File: config.mk
export PLATFORM = sky130hd
export DESIGN_NAME = sfr_access_arbiter
export DESIGN_NICKNAME = d
export VERILOG_FILES = /design/src/rtl/sfr_access_arbiter.sv
export SDC_FILE = /design/constraint.sdc
export NUM_CORES = 1
export LEC_CHECK = 0
export ABC_AREA = 1
export BUFFER_PORTS_ARGS = -buffer_cell sky130_fd_sc_hd__buf_2
export CORE_ASPECT_RATIO = 1.1
export CORE_UTILIZATION = 49
export CTS_CLUSTER_DIAMETER = 200
export DETAILED_ROUTE_END_ITERATION = 12
export GPL_TIMING_DRIVEN = 1
export HOLD_SLACK_MARGIN = 0.02
export PLACE_DENSITY = 0.95
export SYNTH_ARGS = -nofsm -noshare
export SYNTH_HDL_FRONTEND = slang
export SYNTH_SLANG_ARGS = --single-unit
File: constraint.sdc
create_clock -name clock_i -period 3.77 [get_ports clock_i]
set_input_delay 0.1885 -clock clock_i [delete_from_list [all_inputs] [get_ports clock_i]]
set_output_delay 0.1885 -clock clock_i [all_outputs]
set_load 0.01 [all_outputs]
File: src/rtl/sfr_access_arbiter.sv
// Arbitrates the SFR file's single read/write port among pipeline, interrupt
// controller and debug requesters; 16-bit pair accesses issue as two atomic byte cycles.
module sfr_access_arbiter (
  input  logic        clock_i,
  input  logic        nreset_i,
  input  logic [2:0]  req_i,
  input  logic [2:0]  req_we_i,
  input  logic [2:0]  req_wide_i,
  input  logic [14:0] req_addr_i,
  input  logic [47:0] req_wdata_i,
  output logic [2:0]  done_o,
  output logic [2:0]  err_o,
  output logic [15:0] rdata_o,
  output logic [1:0]  sfr_wren_o,
  output logic [4:0]  sfr_wr_addr_o,
  output logic [4:0]  sfr_rd_addr_o,
  output logic [7:0]  sfr_write_data_o,
  input  logic [7:0]  sfr_read_data_i
);

  typedef enum logic [1:0] {IDLE, ISSUE_LO, ISSUE_HI, DONE} state_e;

  state_e      state_q, state_d;
  logic [1:0]  winner_q, winner_d;
  logic        we_q, we_d;
  logic        wide_q, wide_d;
  logic        rej_q, rej_d;
  logic [4:0]  addr_q, addr_d;
  logic [15:0] wdata_q, wdata_d;
  logic [7:0]  lo_q, lo_d;
  // Set when requester 2 was the last of {1,2} served; reset value favours 1.
  logic        rr_last2_q, rr_last2_d;

  logic [1:0]  grant_id;
  logic        sel_we, sel_wide, sel_reject;
  logic [4:0]  sel_addr;
  logic [15:0] sel_wdata;

  always_comb begin
    grant_id = 2'd0;
    if (req_i[0])                  grant_id = 2'd0;
    else if (req_i[1] && req_i[2]) grant_id = rr_last2_q ? 2'd1 : 2'd2;
    else if (req_i[1])             grant_id = 2'd1;
    else                           grant_id = 2'd2;
  end

  assign sel_we    = req_we_i[grant_id];
  assign sel_wide  = req_wide_i[grant_id];
  assign sel_addr  = req_addr_i[5*grant_id +: 5];
  assign sel_wdata = req_wdata_i[16*grant_id +: 16];
  // Odd-aligned pairs and writes into the read-only input ports (28..31) are refused.
  assign sel_reject = (sel_wide && sel_addr[0]) || (sel_we && (sel_addr[4:2] == 3'b111));

  // NOTE: every signal driven here gets a default first, so no path can infer a latch.
  always_comb begin
    state_d          = state_q;
    winner_d         = winner_q;
    we_d             = we_q;
    wide_d           = wide_q;
    rej_d            = rej_q;
    addr_d           = addr_q;
    wdata_d          = wdata_q;
    lo_d             = lo_q;
    rr_last2_d       = rr_last2_q;
    done_o           = 3'b000;
    err_o            = 3'b000;
    rdata_o          = 16'h0000;
    sfr_wren_o       = 2'b00;
    sfr_wr_addr_o    = 5'd0;
    sfr_rd_addr_o    = 5'd0;
    sfr_write_data_o = 8'h00;

    unique case (state_q)
      IDLE: begin
        if (|req_i) begin
          winner_d = grant_id;
          we_d     = sel_we;
          wide_d   = sel_wide;
          rej_d    = sel_reject;
          addr_d   = sel_addr;
          wdata_d  = sel_wdata;
          if (grant_id != 2'd0) rr_last2_d = (grant_id == 2'd2);
          state_d  = sel_reject ? DONE : ISSUE_LO;
        end
      end
      ISSUE_LO: begin
        if (we_q) begin
          sfr_wren_o       = 2'b01;
          sfr_wr_addr_o    = addr_q;
          sfr_write_data_o = wdata_q[7:0];
        end else begin
          sfr_wren_o    = 2'b10;
          sfr_rd_addr_o = addr_q;
        end
        state_d = wide_q ? ISSUE_HI : DONE;
      end
      ISSUE_HI: begin
        if (we_q) begin
          sfr_wren_o       = 2'b01;
          sfr_wr_addr_o    = addr_q + 5'd1;
          sfr_write_data_o = wdata_q[15:8];
        end else begin
          sfr_wren_o    = 2'b10;
          sfr_rd_addr_o = addr_q + 5'd1;
        end
        // The file's registered read returns the low byte during this cycle.
        lo_d    = sfr_read_data_i;
        state_d = DONE;
      end
      DONE: begin
        done_o[winner_q] = 1'b1;
        err_o[winner_q]  = rej_q;
        if (!rej_q && !we_q)
          rdata_o = wide_q ? {sfr_read_data_i, lo_q} : {8'h00, sfr_read_data_i};
        state_d = IDLE;
      end
      default: state_d = IDLE;
    endcase
  end

  // NOTE: sequential state uses non-blocking assignments so all registers update together.
  always_ff @(posedge clock_i) begin
    if (!nreset_i) begin
      state_q    <= IDLE;
      winner_q   <= 2'd0;
      we_q       <= 1'b0;
      wide_q     <= 1'b0;
      rej_q      <= 1'b0;
      addr_q     <= 5'd0;
      wdata_q    <= 16'h0000;
      lo_q       <= 8'h00;
      rr_last2_q <= 1'b1;
    end else begin
      state_q    <= state_d;
      winner_q   <= winner_d;
      we_q       <= we_d;
      wide_q     <= wide_d;
      rej_q      <= rej_d;
      addr_q     <= addr_d;
      wdata_q    <= wdata_d;
      lo_q       <= lo_d;
      rr_last2_q <= rr_last2_d;
    end
  end

endmodule
==> run metrics <==
outcome finished clean; Clk Latency, worst-skew pair 290 ps; total grt overflow 0; max incr delay on CP 560 ps; syn avg cell area 6.50 um^2; max_cap viols 0; yosys warns 0; DRC viols 0; first-pass GRT wire length 10,200 um; Initial Util 51.2%; layout overhead on the synthesized area 28.7%; R2R Setup Slk 1820 ps; Filler Cell Count 404; CTS sink cnt 37; ys async rst share 0%; Synth area leader dfxtp_1; Slew @ Worst Pin 611 ps; Power Dens Cells 454 nW/um^2; Slowest-stage cell, CP ha_1; RSZ-0062 raised after global routing no; overall power 1400 uW; WP data required 3580 ps; num ports 124; Netlist cell types 35; post-cts gate resize count 0; P_leak 0.00149 uW; vias in the first global route 2,468; Post-Route Utilization 65.9%; Worst Setup Start Kind flip-flop; Tightest Hold Check Type input pin to flip-flop; Hold Fails Final Rpt 0; CP top delay family buffers and inverters; Synthesized Nets 456; H-tree depth 2; top_reg_cell synth dfxtp_1; Num CTS Buffers 5; EDFF count, synth 0; Worst EP arrival 2290 ps; gate count after technology mapping 369; Max Fclk 404 MHz; row count 26; Clock Path Buffers 2; Slew Viols, Final 0; Nets 565; Crit. End Element primary output; switching pwr 527 uW; pin count of the biggest net entering global routing 42; Die Wd 68.7 um; Post-Syn Area 2400 um^2; Die Y 75.4 um; period utilisation layout 65.7%; relative slew slack 59.2%; FF-to-FF End state_q[1]; Port Buf Inserts 123; Die Area 5180 um^2; Clock power frac 25.0%; Via Count 2,859; count of hold-fix buffers inserted at cts 0; multi-input logic area 1440 um^2; Reg2Reg Depth 10; Yosys top cell area share 30.9%; DR vias/cell 5.34; Clk Tree Root Cell clkbuf_8; GPL Wtd Cong 0.872; min cycle time layout 2480 ps; most frequent cell after synthesis nand2_1; peak supply drop 0.000276 V; share of cells above drive strength 1 31.9%; Buf/Inv on CP 3; sequential share of the synthesized area 30.9%; drt pass-1 iters 4; #FFs+latches synth 37; Hold Crit Start sfr_read_data_i[4]; worst flop-to-flop path startpoint state_q[0]; WHS Endpoint lo_q[4]; CTS tree yes; Setup TNS 0 ps; Final ANT Viol Nets 0; Final setup violation count 0; register area 741 um^2; final wirelength 6680 um; Clock Skew 8.74 ps; overall routing resource usage 26.6%; synth cell count leaders nand2_1, nor2_1, dfxtp_1, o21ai_0, a21oi_1; Sw Ratio 37.6%; Int Pwr 876 uW; sequential cell fraction of total power 39.5%; Reg clk slew, reported paths 70 ps; Setup Crit Path Kind flip-flop to primary output; largest cells by area after synthesis dfxtp_1, nand2_1, nor2_1; postcts setup bufs 0; Worst Path Max Fanout 20; Critical Path, Cell by Cell inv_1 -> ha_1 -> clkinv_1 -> o22ai_1 -> nand2_1 -> nor2_1 -> buf_2; Hold Crit Depth 3; Avg WL per Cell 12.5 um; combinational power share 35.5%; Antenna Cells 0; core area 4680 um^2; initial antenna violation count 0; initial DRC count 215; post-DP HPWL 5010 um
logic make-up after synthesis:
| logic type | Yosys count | share of synthesized area (%) |
|---|---|---|
| buf+inv | 48 | 9.02 |
| fa+ha+maj | 5 | 2.61 |
| simple gates | 176 | 31.8 |
| flops | 37 | 30.9 |
| compound gates | 103 | 25.7 |
flip-flops by register name, indices dropped and copies added (netlist names):
signal      count
lo_q            8
wdata_q        16
rr_last2_q      1
state_q         2
wide_q          1
we_q            1
rej_q           1
winner_q        2
addr_q          5
metrics by stage:
stage / instances / hold WS, ps / setup slack (ps) / cell area (um^2)
6_report: 535 / 157 / 1290 / 3090
5_1_grt: 535 / 154 / 1010 / 3090
4_1_cts: 535 / 152 / 1270 / 3090
3_5_place_dp: 527 / 455 / 1630 / 2970
3_3_place_gp: 527 / 444 / 1720 / 2970
2_1_floorplan: 369 / 323 / 2300 / 2400
worst max path at each step:
stage,start,endpoint,slack (ps),cells after the start
floorplan,state_q[0],sfr_write_data_o[0],2300,6
global placement,state_q[0],sfr_wr_addr_o[4],1720,7
detailed placement,state_q[0],sfr_wr_addr_o[4],1630,7
CTS,state_q[0],sfr_wr_addr_o[4],1270,7
global route,state_q[0],sfr_wr_addr_o[4],1010,7
finish,state_q[0],sfr_wr_addr_o[4],1290,7
cell usage in the layout (no fill, tap or decap):
cell / n
buf_2: 123
nand2_1: 86
nor2_1: 49
dfxtp_1: 37
o21ai_0: 35
a21oi_1: 22
inv_1: 20
o211ai_1: 17
a31oi_1: 17
or2_1: 11
nand3_1: 10
or2_2: 8
clkbuf_8: 6
ha_1: 5
nor3_1: 4
inv_2: 4
nor4_1: 3
nand2_2: 3
clkinv_1: 2
o22ai_1: 2
o21ai_1: 2
a21oi_2: 2
a22o_1: 1
a22oi_1: 1
inv_4: 1
nand2_4: 1
nand3_4: 1
o21ai_2: 1
a211oi_1: 1
a211oi_2: 1
o211ai_2: 1
bufinv_16: 1
clkbuf_1: 1
worst register-to-register path, stage by stage, from the launching register on:
cell,delay (ps)
dfxtp_1,350
inv_1,120
ha_1,250
nand2_2,190
inv_2,460
o21ai_1,130
inv_1,90
nand3_1,100
nand3_1,90
nand2_1,50
inv_1,60
routing by layer:
| layer | global-route usage [%] | wire (um) | up-vias |
|---|---|---|---|
| met5 | 0 | 0 | - |
| met4 | 11.6 | 120 | 0 |
| met3 | 7.04 | 541 | 15 |
| met2 | 48.4 | 3410 | 134 |
| met1 | 28.5 | 2610 | 1253 |
| li1 | - | - | 1457 |
power by group through the flow:
stage	clock (uW)	sequential [uW]	combinational, uW
global route	380	565	561
CTS	356	552	496
global placement	0	556	475
finish	351	555	498
detailed placement	0	560	495
floorplan	0	529	383
final cells by class:
| type | instances | area share (%) |
|---|---|---|
| Clock buffer | 7 | 2.80 |
| Clock inverter | 1 | 0.972 |
| Inverter | 27 | 3.36 |
| Multi-Input combinational cell | 284 | 46.7 |
| Sequential cell | 37 | 24.0 |
| Tap cell | 56 | 2.27 |
| Timing Repair Buffer | 123 | 19.9 |
Power figures use the tool's default switching activity.
